--- src/rtl/dm_pkg.sv ---
// Shared types and constants for the data-memory copy engine.
// The optional fill feature is enabled by defining DM_FILL_EN.
package dm_pkg;

    localparam int DM_AW    = 8;
    localparam int DM_DW    = 8;
    localparam int DM_LEN_W = 9;
    localparam int DM_DEPTH = 256;

    // Engine sequencing: one READ plus one WRITE per copied byte.
    typedef enum logic [1:0] {
        IDLE  = 2'd0,
        READ  = 2'd1,
        WRITE = 2'd2,
        DONE  = 2'd3
    } dm_state_e;

endpackage

--- src/rtl/dm_copy_engine_if.sv ---
// Data-memory port bundle: the engine drives address/write/data and
// samples the memory's combinational read data.
interface dm_copy_engine_if
    import dm_pkg::*;
#(
    parameter int AW = DM_AW,
    parameter int DW = DM_DW
);

    logic [AW-1:0] mem_addr;
    logic          mem_we;
    logic [DW-1:0] mem_wdata;
    logic [DW-1:0] mem_rdata;

    modport master (
        output mem_addr,
        output mem_we,
        output mem_wdata,
        input  mem_rdata
    );

    modport slave (
        input  mem_addr,
        input  mem_we,
        input  mem_wdata,
        output mem_rdata
    );

endinterface

--- src/rtl/dm_copy_engine.sv ---
// Block copy DMA engine for the 8-bit data-memory port. Copies len bytes
// forward from src to dst at two cycles per byte; pointers wrap mod 256.
// Defining DM_FILL_EN adds a fill mode that writes fill_value at one
// cycle per byte without reading memory.
module dm_copy_engine
    import dm_pkg::*;
#(
    parameter int AW    = DM_AW,
    parameter int DW    = DM_DW,
    parameter int LEN_W = DM_LEN_W
)
(
    input  logic              clk,
    input  logic              rst_n,
    input  logic              i_start,
    input  logic [AW-1:0]     i_src_addr,
    input  logic [AW-1:0]     i_dst_addr,
    input  logic [LEN_W-1:0]  i_len,
    input  logic              i_fill_mode,
    input  logic [DW-1:0]     i_fill_value,
    dm_copy_engine_if.master  mem,
    output logic              o_busy,
    output logic              o_done,
    output logic [LEN_W-1:0]  o_remaining
);

    dm_state_e        r_state;
    logic [AW-1:0]    r_src_ptr;
    logic [AW-1:0]    r_dst_ptr;
    logic [AW-1:0]    r_mem_addr;
    logic             r_mem_we;
    logic [DW-1:0]    r_mem_wdata;
    logic             r_busy;
    logic             r_done;
    logic [LEN_W-1:0] r_remaining;

`ifdef DM_FILL_EN
    logic             r_fill;
    logic [DW-1:0]    r_fill_value;
`else
    logic             w_unused_fill;
    assign w_unused_fill = ^{i_fill_mode, i_fill_value};
`endif

    // Transfer sequencer; memory-port controls are registered alongside the state.
    always_ff @(posedge clk) begin
        if (!rst_n) begin
            r_state     <= IDLE;
            r_mem_addr  <= '0;
            r_mem_we    <= 1'b0;
            r_mem_wdata <= '0;
            r_busy      <= 1'b0;
            r_done      <= 1'b0;
            r_remaining <= '0;
        end else begin
            case (r_state)
                IDLE: begin
                    r_done <= 1'b0;
                    if (i_start) begin
                        r_src_ptr   <= i_src_addr;
                        r_dst_ptr   <= i_dst_addr;
                        r_remaining <= i_len;
                        r_busy      <= 1'b1;
`ifdef DM_FILL_EN
                        r_fill       <= i_fill_mode;
                        r_fill_value <= i_fill_value;
`endif
                        if (i_len == '0) begin
                            r_state <= DONE;
                            r_done  <= 1'b1;
`ifdef DM_FILL_EN
                        end else if (i_fill_mode) begin
                            r_state     <= WRITE;
                            r_mem_addr  <= i_dst_addr;
                            r_mem_we    <= 1'b1;
                            r_mem_wdata <= i_fill_value;
`endif
                        end else begin
                            r_state    <= READ;
                            r_mem_addr <= i_src_addr;
                            r_mem_we   <= 1'b0;
                        end
                    end
                end
                READ: begin
                    // Memory read is combinational, so the byte is captured straight into the write data.
                    r_mem_wdata <= mem.mem_rdata;
                    r_src_ptr   <= r_src_ptr + AW'(1);
                    r_mem_addr  <= r_dst_ptr;
                    r_mem_we    <= 1'b1;
                    r_state     <= WRITE;
                end
                WRITE: begin
                    r_dst_ptr   <= r_dst_ptr + AW'(1);
                    r_remaining <= r_remaining - LEN_W'(1);
                    if (r_remaining == LEN_W'(1)) begin
                        r_mem_we <= 1'b0;
                        r_done   <= 1'b1;
                        r_state  <= DONE;
`ifdef DM_FILL_EN
                    end else if (r_fill) begin
                        r_mem_addr  <= r_dst_ptr + AW'(1);
                        r_mem_we    <= 1'b1;
                        r_mem_wdata <= r_fill_value;
`endif
                    end else begin
                        r_mem_addr <= r_src_ptr;
                        r_mem_we   <= 1'b0;
                        r_state    <= READ;
                    end
                end
                DONE: begin
                    r_done  <= 1'b0;
                    r_busy  <= 1'b0;
                    r_state <= IDLE;
                end
                default: begin
                    r_mem_we <= 1'b0;
                    r_state  <= IDLE;
                end
            endcase
        end
    end

    assign mem.mem_addr  = r_mem_addr;
    assign mem.mem_we    = r_mem_we;
    assign mem.mem_wdata = r_mem_wdata;
    assign o_busy        = r_busy;
    assign o_done        = r_done;
    assign o_remaining   = r_remaining;

endmodule
--- src/flat_wrapper.sv ---
// flat-port wrapper written by rule: the top's interface ports become plain ports
module dm_copy_engine_flat import dm_pkg::*;
#(
    parameter int AW    = DM_AW,
    parameter int DW    = DM_DW,
    parameter int LEN_W = DM_LEN_W
)
  (clk, rst_n, i_start, i_src_addr, i_dst_addr, i_len, i_fill_mode, i_fill_value, o_busy, o_done, o_remaining, mem_mem_addr, mem_mem_we, mem_mem_wdata, mem_mem_rdata);
  dm_copy_engine_if #(.AW(AW), .DW(DW)) mem_i ();
  input  logic clk;
  input  logic rst_n;
  input  logic i_start;
  input  logic [AW-1:0] i_src_addr;
  input  logic [AW-1:0] i_dst_addr;
  input  logic [LEN_W-1:0] i_len;
  input  logic i_fill_mode;
  input  logic [DW-1:0] i_fill_value;
  output logic o_busy;
  output logic o_done;
  output logic [LEN_W-1:0] o_remaining;
  output wire logic [$bits(mem_i.mem_addr)-1:0] mem_mem_addr;
  output wire logic [$bits(mem_i.mem_we)-1:0] mem_mem_we;
  output wire logic [$bits(mem_i.mem_wdata)-1:0] mem_mem_wdata;
  input wire logic [$bits(mem_i.mem_rdata)-1:0] mem_mem_rdata;
  assign mem_mem_addr = mem_i.mem_addr;
  assign mem_mem_we = mem_i.mem_we;
  assign mem_mem_wdata = mem_i.mem_wdata;
  assign mem_i.mem_rdata = mem_mem_rdata;
  dm_copy_engine #(.AW(AW), .DW(DW), .LEN_W(LEN_W)) u_core (.clk(clk), .rst_n(rst_n), .i_start(i_start), .i_src_addr(i_src_addr), .i_dst_addr(i_dst_addr), .i_len(i_len), .i_fill_mode(i_fill_mode), .i_fill_value(i_fill_value), .mem(mem_i), .o_busy(o_busy), .o_done(o_done), .o_remaining(o_remaining));
endmodule
--- config.mk ---
export PLATFORM = sky130hd
export DESIGN_NAME = dm_copy_engine_flat
export DESIGN_NICKNAME = d
export VERILOG_FILES = /design/src/rtl/dm_pkg.sv /design/src/rtl/dm_copy_engine_if.sv /design/src/rtl/dm_copy_engine.sv /design/src/flat_wrapper.sv
export SDC_FILE = /design/constraint.sdc
export NUM_CORES = 1
export LEC_CHECK = 0
export ABC_CLOCK_PERIOD_IN_PS = 1800
export BUFFER_PORTS_ARGS = -buffer_cell sky130_fd_sc_hd__buf_2
export CORE_MARGIN = 2
export CORE_UTILIZATION = 47
export DETAILED_ROUTE_END_ITERATION = 10
export GPL_TIMING_DRIVEN = 0
export PLACE_DENSITY = 0.76
export SYNTH_ARGS = -nofsm -noshare
export SYNTH_HDL_FRONTEND = slang
export SYNTH_SLANG_ARGS = --single-unit
--- constraint.sdc ---
create_clock -name clk -period 1.8 [get_ports clk]
set_input_delay 0.18 -clock clk [delete_from_list [all_inputs] [get_ports clk]]
set_output_delay 0.18 -clock clk [all_outputs]
set_load 0.01 [all_outputs]
* Word-level counts from Yosys, hierarchy flattened *
Cells that the tools add are included.

word-level totals
  register bits = 46
  word-level logic and storage cells = 57
  bits of input ports = 45
  output and inout bits = 28

cells by class
  reductions and logical operators = 14
  mux-type cells = 23
  $add $sub $neg = 3
  eq/ne operators = 8

operators by type and width
  operator             count
  $mux 8               5
  $pmux 8 s2           2
  $pmux 8 s3           1
  $pmux 9 s2           1
  $add 8x1->8 const B  2
  $eq 9x1->1 const B   1
  $logic_not 9->1      1
  $mux 9               1
  $reduce_and 3->1     3
  $sub 9x1->9 const B  1
  $pmux 2 s4           1
  $mux 1               6
  $mux 2               3
  $ne 2x2->1 const B   3
  $pmux 1 s3           2
  $reduce_and 2->1     3
  $reduce_bool 2->1    3
  $reduce_bool 3->1    2
  $eq 2x2->1 const B   2
  $reduce_and 4->1     1
  $eq 2x1->1 const B   1
  $logic_not 2->1      1
  $ne 2x1->1 const B   1
  $pmux 1 s2           1

* Depth between registers and ports, before layout *
Gate-level depths: netlist (run 1).

  depth after elaboration = 4
  mapped depth = 8
  depth with buffers taken out = 6

* Least setup slack after synthesis (run 1) *
No wires, ideal clock.

  path type = register to register
  start point = register u_core.r_state[1]
  end point = register u_core.r_src_ptr[0], enable pin
  cell stages (with the launch flop) = 6
  slack = -0.092 ns
  library setup time = 0.375 ns
  arrival = 1.517 ns
  clock period less this slack = 1.892 ns
  required time = 1.425 ns
  path buffers = 1
  cells stage by stage = dfxtp_1 -> inv_1 -> ha_1 -> clkbuf_1 -> nand2b_1 -> a21oi_1

on the way
  longest elaborated chain between the ends = 3
  elaborated cells on any way between the ends = 5
  those cells by class = 2 x eq/ne; 3 x reduce/logical

ends and longest elaborated chain
  element                                                           RTL line              RTL
  start, declared                                                   dm_copy_engine.sv:27  dm_state_e r_state;
  start signal, assigned                                            dm_copy_engine.sv:48  r_state <= IDLE;
  start signal, assigned                                            dm_copy_engine.sv:69  r_state <= DONE;
  start signal, assigned                                            dm_copy_engine.sv:79  r_state <= READ;
  $eq 2x1->1 / $logic_not 2->1 (equally long branches)              dm_copy_engine.sv:56  case (r_state)
  $reduce_bool 2->1 (no line) / $ne 2x2->1 (equally long branches)  -
  $reduce_and 3->1 (no line) (*)                                    -
  end signal, assigned                                              dm_copy_engine.sv:60  r_src_ptr <= i_src_addr;
  end signal, assigned                                              dm_copy_engine.sv:88  r_src_ptr <= r_src_ptr + AW'(1);
  end, declared                                                     dm_copy_engine.sv:28  logic [AW-1:0] r_src_ptr;

Every way passes the cells marked *; elsewhere a longest branch is shown, timed or not.
A chain may end at the register's enable or synchronous reset.

* Final worst setup path (run 1) *
  start point = register u_core.r_state[1]
  end point = register u_core.r_remaining[7] (netlist: u_core.o_remaining[7])

on the way
  longest elaborated chain between the ends = 3
  elaborated cells on any way between the ends = 6
  those cells by class = 2 x eq/ne; 1 x mux; 3 x reduce/logical

ends and longest elaborated chain
  element                                                           RTL line              RTL
  $eq 2x2->1 / $logic_not 2->1 (equally long branches)              dm_copy_engine.sv:56
  $reduce_bool 2->1 (no line) / $ne 2x2->1 (equally long branches)  -
  $reduce_and 2->1 (no line)                                        -
  end signal, assigned                                              dm_copy_engine.sv:62  r_remaining <= i_len;
  end signal, assigned                                              dm_copy_engine.sv:95  r_remaining <= r_remaining - LEN_W'(1);
  end, declared                                                     dm_copy_engine.sv:35  logic [LEN_W-1:0] r_remaining;

Several ways; a longest one is shown, not always the timed one.

==> run summary, run 1 <==
Status: finished, final reports clean
RSZ-0062 raised after global routing: yes
Synth Instances: 282
Synth top area cells: dfxtp_1 (24%), edfxtp_1 (19%), nor2_1 (6.4%)
CTS Buf Count: 5
Max cap viols: 0
Fillers: 455
Initial antenna violation count: 0
Overflow after GRT: 0
Max Slew Vio Count: 0
Seq/Total Area, Yosys: 0.427
Starting DRC count in detailed routing: 219
Residual DRC: 0
Final Cycle Share: 0.960
CTS Root Cell: clkbuf_8
Setup tns final: 0 ns
Crit end category: flip-flop
Worst stage delay on the critical path: 0.40 ns
GPL Wtd Cong: 0.901
Netlist Area Pre-Place: 2530 µm²
Commonest cells after routing, fill and taps aside: buf_2 (64), nor2_1 (42), a21oi_1 (26), dfxtp_1 (26), edfxtp_1 (16)
Clock sinks: 46
Final nets: 413
Diode count: 0
Critical path peak fanout: 11
Initial Utilization: 0.493
Post-synth EDFFs: 16
Initial DRT Pass Iterations: 5
Minimum clock period: 1.73 ns
Worst hold slack: 0.104 ns
H-tree depth: 2
Worst-Skew Late Latency: 0.31 ns
Crit start category: flip-flop
Synthesized flop and latch total: 46
CP max stage cell: mux2i_4
Worst VDD drop: 0.000657 V
Std-Cell Rows: 26
Final antenna-violating net count: 0
Post-route design area: 3260 µm²
Area grow syn2layout: 28.6%
Wire per inst: 15.9 µm
Yosys warning count: 0
Worst Skew: 0.00841 ns
Slew @ Worst Pin: 0.656 ns
Most common cell after layout, fill and taps aside: buf_2
Tot GR Track Use: 0.214
First-pass GRT wire length: 10500 µm
Worst Path Class, Setup: reg2reg
Core footprint: 5140 µm²
Max transition margin: 0.562
Biggest area consumer among synthesized cells: dfxtp_1
Largest net degree at the start of global routing: 16
Layout cells sized above 1: 0.313
Met2 Resource Use GR: 0.337
Async S/R FF share, synth: 0
# port buffers: 63
Die area: 5990 µm²
Yosys top cell area share: 0.237
Cells along the critical path: inv_1, ha_2, buf_4, mux2i_4, o221ai_1, and2_1
Total number of vias: 2540
Synth Area per Inst: 8.98 µm²
Vias/cell: 5.89
Grt met3 use: 0.0407
CTS tree: built
Routed WL: 6840 µm
Multi-input logic area: 1450 µm²
Register Area: 1090 µm²
Max Clock Freq: 579 MHz
Busiest grt layer: met2
HPWL after DPL: 4620 µm
Area after DPL: 2940 µm²
Die Span Y: 77.4 µm
PwrDens: 1520 nW/µm²
Die width: 77.4 µm
Critical Path AT: 1.93 ns
CP Data Required Time: 2.01 ns
Vias in the first global route: 2194
Mapped Nets: 335
M1 GR Usage: 0.303
I/O pins: 73
Static leakage: 1.34 nW
Bufs on Longest Clock Path: 2
Final hold vios: 0
Synth Flop Type: dfxtp_1
Unique masters post-synth: 45
Hold_buf cts: 0
Final setup fails: 0
Hold/Removal Path Class: in2reg
Clock edge transition at the registers on the reported setup and hold paths: 0.09 ns
==> synth_stat cells (2+ instances only) <==
cell	instances
nor2_1	43
dfxtp_1	30
a21oi_1	28
edfxtp_1	16
nand2_1	16
nand4_1	11
o21ai_0	11
a211oi_1	10
mux2i_1	10
nand3_1	9
a22oi_1	8
ha_1	8
xor2_1	8
clkbuf_1	7
o311ai_0	7
inv_1	6
and3_1	4
buf_2	4
xnor2_1	4
a31oi_1	3
buf_1	3
mux2_2	3
nand2b_1	3
nor4_1	3
o31ai_1	3
and4_1	2
clkinv_1	2
nor2b_1	2
nor3_1	2
==> report_power, final <==
| group | switching [mW] | internal [mW] | total [mW] |
|---|---|---|---|
| sequential | 0.290 | 1.43 | 1.72 |
| combinational | 1.30 | 1.00 | 2.30 |
| clock | 0.371 | 0.556 | 0.927 |
==> area by class of cell <==
class / count / area share
multi-input cells: 214 / 0.445
flip-flops and latches: 46 / 0.334
repair buffers: 72 / 0.118
well taps: 70 / 0.0269
plain buffers: 13 / 0.0227
clock buffers: 5 / 0.0211
clock inverters: 3 / 0.0211
inverters: 8 / 0.0111
==> sequential cells by signal (all words and copies together), names as in the netlist <==
register and flops:
u_core.mem.mem_addr 8, u_core.o_remaining 9, u_core.mem.mem_wdata 8, u_core.o_busy 1, u_core.r_state 2, u_core.o_done 1
u_core.r_dst_ptr 8, u_core.r_src_ptr 8, u_core.mem.mem_we 1
==> critical path, delay by kind of cell (launching register included) <==
family          cells  cell delay, ns
fa+ha+maj           1            0.20
simple gates        1            0.17
flops               1            0.37
buf+inv             2            0.34
mux                 1            0.40
compound gates      1            0.17
==> timing repair <==
item / CTS / global route
cloned: 0 / 1
pin swaps: 1 / 4
gates resized for setup: 10 / 28
setup buffers: 5 / 4
setup endpoints to repair: 56 / 56
==> layer usage <==
| layer | wire, µm | vias to the layer above | share of wire |
|---|---|---|---|
| met5 | 0 | - | 0 |
| met4 | 104 | 0 | 0.015 |
| met3 | 582 | 18 | 0.085 |
| met2 | 3080 | 134 | 0.45 |
| met1 | 3070 | 1172 | 0.45 |
| li1 | - | 1216 | - |
==> final timing paths <==
path,from,to,slack (ns),cells after the start
setup / recovery,u_core.r_state[1]$_SDFFE_PN0P_,u_core.o_remaining[7]$_SDFFE_PN0N_,0.07,6
hold / removal,mem_mem_rdata[0],u_core.mem.mem_wdata[0]$_SDFFE_PN0P_,0.10,3
setup reg to reg,u_core.r_state[1]$_SDFFE_PN0P_,u_core.o_remaining[7]$_SDFFE_PN0N_,0.07,6
hold reg to reg,u_core.mem.mem_addr[0]$_SDFFE_PN0P_,u_core.mem.mem_addr[0]$_SDFFE_PN0P_,0.47,2
==> stage by stage <==
step	std cells	setup slack [ns]	power [mW]	util
after floorplan	282	0.0747	3.04	-
after global placement	415	-0.395	3.59	0.572
after detailed placement	415	-0.389	3.64	0.572
after CTS	427	-0.0928	4.68	0.612
after global routing	431	-0.0201	5.25	0.633
final	431	0.0728	4.95	0.633
==> cells by family after synthesis <==
logic type,Yosys count,synth area share
DFF,46,0.427
and+or+nand+nor,102,0.201
xor gates and xnor gates,12,0.0415
buffers and inverters,23,0.0390
AOI/OAI and AO/OA,78,0.199
muxes,13,0.0529
adders and majority gates,8,0.0395
Power figures use the tool's default switching activity.
==> inputs of run 2 (changes only) <==
--- a/config.mk
+++ b/config.mk
@@ -6,12 +6,12 @@
 export NUM_CORES = 1
 export LEC_CHECK = 0
 export ABC_CLOCK_PERIOD_IN_PS = 1800
-export BUFFER_PORTS_ARGS = -buffer_cell sky130_fd_sc_hd__buf_2
 export CORE_MARGIN = 2
-export CORE_UTILIZATION = 47
+export CORE_UTILIZATION = 57
 export DETAILED_ROUTE_END_ITERATION = 10
+export DONT_BUFFER_PORTS = 1
 export GPL_TIMING_DRIVEN = 0
-export PLACE_DENSITY = 0.76
+export PLACE_DENSITY = 0.75
 export SYNTH_ARGS = -nofsm -noshare
 export SYNTH_HDL_FRONTEND = slang
 export SYNTH_SLANG_ARGS = --single-unit
==> run summary, run 2 (synthesized netlist as in run 1, its figures left out) <==
Total power: 4.59 mW
HPWL after DPL: 4380 µm
CTS Root Cell: clkbuf_8
Util after Layout: 0.676
Hold/Removal Path Class: in2reg
Residual DRC: 0
Final setup fails: 0
# port buffers: 0
Layout cells sized above 1: 0.164
Most common cell after layout, fill and taps aside: nor2_1
Cell Count, Final, Fillers Out: 350
Hold depth: 2
Routed WL: 6360 µm
Max Slew Vio Count: 0
CP Data Required Time: 1.82 ns
CTS tree: built
Final antenna-violating net count: 0
Die width: 70.7 µm
Hold path start: mem_mem_rdata[5]
Die area: 4990 µm²
Final Cycle Share: 0.991
Core footprint: 4320 µm²
Crit start category: flip-flop
Diode count: 0
GPL Wtd Cong: 0.897
Worst Skew: 0.00763 ns
Hold Crit Endpoint: u_core.mem.mem_wdata[5]$_SDFFE_PN0P_
Critical Path Source: u_core.r_state[1]$_SDFFE_PN0P_
Initial DRT Pass Iterations: 5
Clock sinks: 46
Tot GR Track Use: 0.245
Setup WS post-layout: 0.0167 ns
Setup tns final: 0 ns
Max Used Layer: met4
Static leakage: 1.07 nW
Worst-Skew Late Latency: 0.30 ns
Clock edge transition at the registers on the reported setup and hold paths: 0.09 ns
Status: finished, final reports clean
Max transition margin: 0.579
RSZ-0062 raised after global routing: yes
DR WL met3: 561 µm
Reg2Reg Launch Point: u_core.r_state[1]$_SDFFE_PN0P_
Bufs on Longest Clock Path: 2
Area grow syn2layout: 15.4%
H-tree depth: 2
Reg-to-reg slack, setup: 0.02 ns
Max cap viols: 0
R2R depth: 6
Wire per inst: 18.2 µm
Initial antenna violation count: 0
Crit end category: flip-flop
Number of flip-flops under the largest register name: 9
Met2 Routed Length: 2980 µm
Critical Path AT: 1.81 ns
Initial Utilization: 0.586
Slew @ Worst Pin: 0.631 ns
I/O pins: 73
Max Clock Freq: 561 MHz
Largest net degree at the start of global routing: 16
Reg-to-reg critical path endpoint: u_core.r_src_ptr[3]$_DFFE_PP_
Worst Path Class, Setup: reg2reg
Starting DRC count in detailed routing: 266
Dpl ws: -0.384 ns
Worst VDD drop: 0.000827 V
First-pass GRT wire length: 9760 µm
PwrDens: 1570 nW/µm²
Critical path peak fanout: 10
Final nets: 350
Dpl cells: 334
Die Span Y: 70.7 µm
Std-Cell Rows: 24
Total number of vias: 2318
Post-Route M1 WL: 2710 µm
Vias in the first global route: 2067
CTS Buf Count: 5
Final hold vios: 0
Overflow after GRT: 0
Vias/cell: 6.62
Commonest cells after routing, fill and taps aside: nor2_1 (42), a21oi_1 (26), dfxtp_1 (26)
Minimum clock period: 1.78 ns
## run 2: changes by cell type in the layout (fill, tap and decap cells not counted), sizes merged
cell / delta
clkinv: +1
bufinv: -1
dlygate4sd3: +1
clkinvlp: -1
clkbuf: +2
buf: -66
inv: +1
## run 2: timing repair
item,in CTS,in global routing
setup endpoints to repair,56,52
setup buffers,4,3
hold buffers,0,1
pin swaps,2,1
gates cloned,0,1
endpoints found under the hold margin,0,1
gates resized for setup,18,21
## run 2: worst max path at each step
stage	depth (start not counted)	slack [ns]	to
final	6	0.02	u_core.r_src_ptr[3]$_DFFE_PP_
after floorplan	5	0.07	u_core.r_src_ptr[0]$_DFFE_PP_
after global placement	5	-0.38	u_core.r_src_ptr[5]$_DFFE_PP_
after global routing	9	-0.04	u_core.mem.mem_addr[0]$_SDFFE_PN0P_
after detailed placement	5	-0.38	u_core.r_src_ptr[5]$_DFFE_PP_
after CTS	7	0.005	u_core.o_done$_SDFFE_PN0P_
## run 2: final cells by class
type                            instances  area [µm²]
Fill cell                             350        1400
Multi-Input combinational cell        214        1460
Buffer                                 14        92.6
Tap cell                               52        65.1
Timing Repair Buffer                    8        75.1
Clock inverter                          3        43.8
Inverter                                8        31.3
Sequential cell                        46        1090
Clock buffer                            5        68.8
## run 2: critical path, stage by stage, from the launching register on
cell      delay (ns)
dfxtp_2         0.37
inv_1           0.13
ha_1            0.30
clkbuf_4        0.28
nand2b_1        0.12
a21oi_4         0.14
buf_4           0.17
## run 2: where the power goes
part,leakage [nW],internal (mW),switching [mW]
clock,0.0585,0.416,0.368
sequential,0.396,1.42,0.401
combinational,0.613,0.871,1.11
## run 2: stage by stage
| stage | hold WS, ns | cell area (µm²) |
|---|---|---|
| 2_1_floorplan | 0.318 | 2540 |
| 3_3_place_gp | 0.325 | 2600 |
| 3_5_place_dp | 0.333 | 2600 |
| 4_1_cts | 0.00642 | 2820 |
| 5_1_grt | 0.0170 | 2920 |
| 6_report | 0.0217 | 2920 |
## run 2: routing by layer
layer / vias up / GRT usage
met5: - / 0
met4: 0 / 0.0776
met3: 14 / 0.0627
met2: 121 / 0.386
met1: 1092 / 0.335
li1: 1091 / -
==> inputs of run 3 (changes only) <==
--- a/config.mk
+++ b/config.mk
@@ -12,6 +12,7 @@
 export DONT_BUFFER_PORTS = 1
 export GPL_TIMING_DRIVEN = 0
 export PLACE_DENSITY = 0.75
+export RECOVER_POWER = 100
 export SYNTH_ARGS = -nofsm -noshare
 export SYNTH_HDL_FRONTEND = slang
 export SYNTH_SLANG_ARGS = --single-unit
==> run summary, run 3 (synthesized netlist as in run 1, its figures left out) <==
Largest net degree at the start of global routing: 16
Critical Path Sink: u_core.r_src_ptr[3]$_DFFE_PP_
Clock edge transition at the registers on the reported setup and hold paths: 0.09 ns
Die Span Y: 70.7 µm
CP bufs+invs: 3
Clock power share: 0.171
P_int: 2.71 mW
Most common cell after layout, fill and taps aside: nor2_1
Commonest cells after routing, fill and taps aside: nor2_1 (42), dfxtp_1 (27), a21oi_1 (26)
Crit start category: flip-flop
Max Slew Vio Count: 0
Critical path peak fanout: 10
Area after DPL: 2600 µm²
Reg-to-reg slack, setup: 0.02 ns
Dpl cells: 334
Total power: 4.59 mW
Initial antenna violation count: 0
PwrDens: 1570 nW/µm²
Hold/Removal Path Class: in2reg
CP Depth: 6
Vias/cell: 6.61
R2R depth: 6
Reg2Reg Launch Point: u_core.r_state[1]$_SDFFE_PN0P_
Critical Path AT: 1.81 ns
Reg-to-reg critical path endpoint: u_core.r_src_ptr[3]$_DFFE_PP_
Die area: 4990 µm²
# port buffers: 0
CP delay by family, top: buffers and inverters
Final hold vios: 0
Core footprint: 4320 µm²
CP max stage cell: dfxtp_2
CP Data Required Time: 1.82 ns
Bufs on Longest Clock Path: 2
Worst VDD drop: 0.000827 V
Total number of vias: 2315
Worst Skew: 0.00755 ns
First-pass GRT wire length: 9760 µm
CTS tree: built
Worst stage delay on the critical path: 0.37 ns
Wire per inst: 18.2 µm
Dpl ws: -0.384 ns
H-tree depth: 2
Max Clock Freq: 561 MHz
P_sw: 1.88 mW
Crit end category: flip-flop
Static leakage: 1.07 nW
Final Cycle Share: 0.991
Reg power frac: 0.397
Status: finished, final reports clean
Starting DRC count in detailed routing: 266
Final nets: 350
RSZ-0062 raised after global routing: yes
CTS Root Cell: clkbuf_8
Max transition margin: 0.579
Post-route design area: 2920 µm²
Critical Path Source: u_core.r_state[1]$_SDFFE_PN0P_
Overflow after GRT: 0
Number of flip-flops under the largest register name: 9
Worst Path Class, Setup: reg2reg
Area grow syn2layout: 15.3%
Worst-Skew Late Latency: 0.30 ns
Residual DRC: 0
Final antenna-violating net count: 0
Slew @ Worst Pin: 0.631 ns
Routed WL: 6360 µm
Vias in the first global route: 2067
Cells along the critical path: inv_1, ha_1, clkbuf_4, nand2b_1, a21oi_4, buf_4
Diode count: 0
Setup WS post-layout: 0.0167 ns
HPWL after DPL: 4380 µm
Minimum clock period: 1.78 ns
Tot GR Track Use: 0.245
Cell Count, Final, Fillers Out: 350
Combinational share of power: 0.431
Layout cells sized above 1: 0.161
Sw frac: 0.409
Max cap viols: 0
Initial DRT Pass Iterations: 5
Std-Cell Rows: 24
Initial Utilization: 0.586
GPL Wtd Cong: 0.897
Die width: 70.7 µm
Clock sinks: 46
Final setup fails: 0
I/O pins: 73
CTS Buf Count: 5
Fillers: 351
run 3: cell counts in the layout (fill, tap and decap cells not counted):
No cell type changed its count.
run 3: layout make-up:
cell class                      instances  area [µm²]  share of cell area
Multi-Input combinational cell        214        1460               0.500
Clock buffer                            5        68.8              0.0236
Timing Repair Buffer                    8        75.1              0.0257
Buffer                                 14        92.6              0.0317
Clock inverter                          3        43.8              0.0150
Tap cell                               52        65.1              0.0223
Inverter                                8        31.3              0.0107
Sequential cell                        46        1080               0.371
run 3: metal layers:
metal	wire length, µm	GRT usage	up-vias
met1	2710	0.335	1087
met5	0	0	-
met4	104	0.0776	0
met3	563	0.0627	14
li1	-	-	1091
met2	2980	0.386	123
run 3: worst min-delay path by stage:
stage | end | slack [ns] | cells after the start | startpoint
6_report | u_core.mem.mem_wdata[5]$_SDFFE_PN0P_ | 0.02 | 2 | mem_mem_rdata[5]
3_3_place_gp | u_core.r_state[0]$_SDFFE_PN0P_ | 0.33 | 2 | rst_n
2_1_floorplan | u_core.r_state[0]$_SDFFE_PN0P_ | 0.32 | 2 | rst_n
4_1_cts | u_core.r_state[0]$_SDFFE_PN0P_ | 0.006 | 2 | rst_n
5_1_grt | u_core.mem.mem_wdata[5]$_SDFFE_PN0P_ | 0.02 | 2 | mem_mem_rdata[5]
3_5_place_dp | u_core.r_state[0]$_SDFFE_PN0P_ | 0.33 | 2 | rst_n
run 3: stage by stage:
step                      setup TNS [ns]  utilization  hold WS (ns)
after CTS                              0        0.652       0.00642
after global placement            -11.28        0.602         0.325
after detailed placement          -12.51        0.602         0.333
after global routing              -0.177        0.675        0.0170
final                                  0        0.675        0.0217
after floorplan                        0            -         0.318
run 3: repair_timing:
action,in CTS,in global routing
gates resized for setup,18,21
hold buffers,0,1
endpoints found under the setup margin,56,52
pin swaps,2,1
buffers inserted,4,3
gates cloned,0,1
endpoints found under the hold margin,0,1
run 3: power groups by stage:
stage	combinational (mW)	clock (mW)	sequential, mW
6_report	1.98	0.785	1.82
5_1_grt	2.20	0.834	1.86
4_1_cts	1.79	0.798	1.81
3_5_place_dp	1.60	0	1.82
3_3_place_gp	1.57	0	1.82
2_1_floorplan	1.30	0	1.74
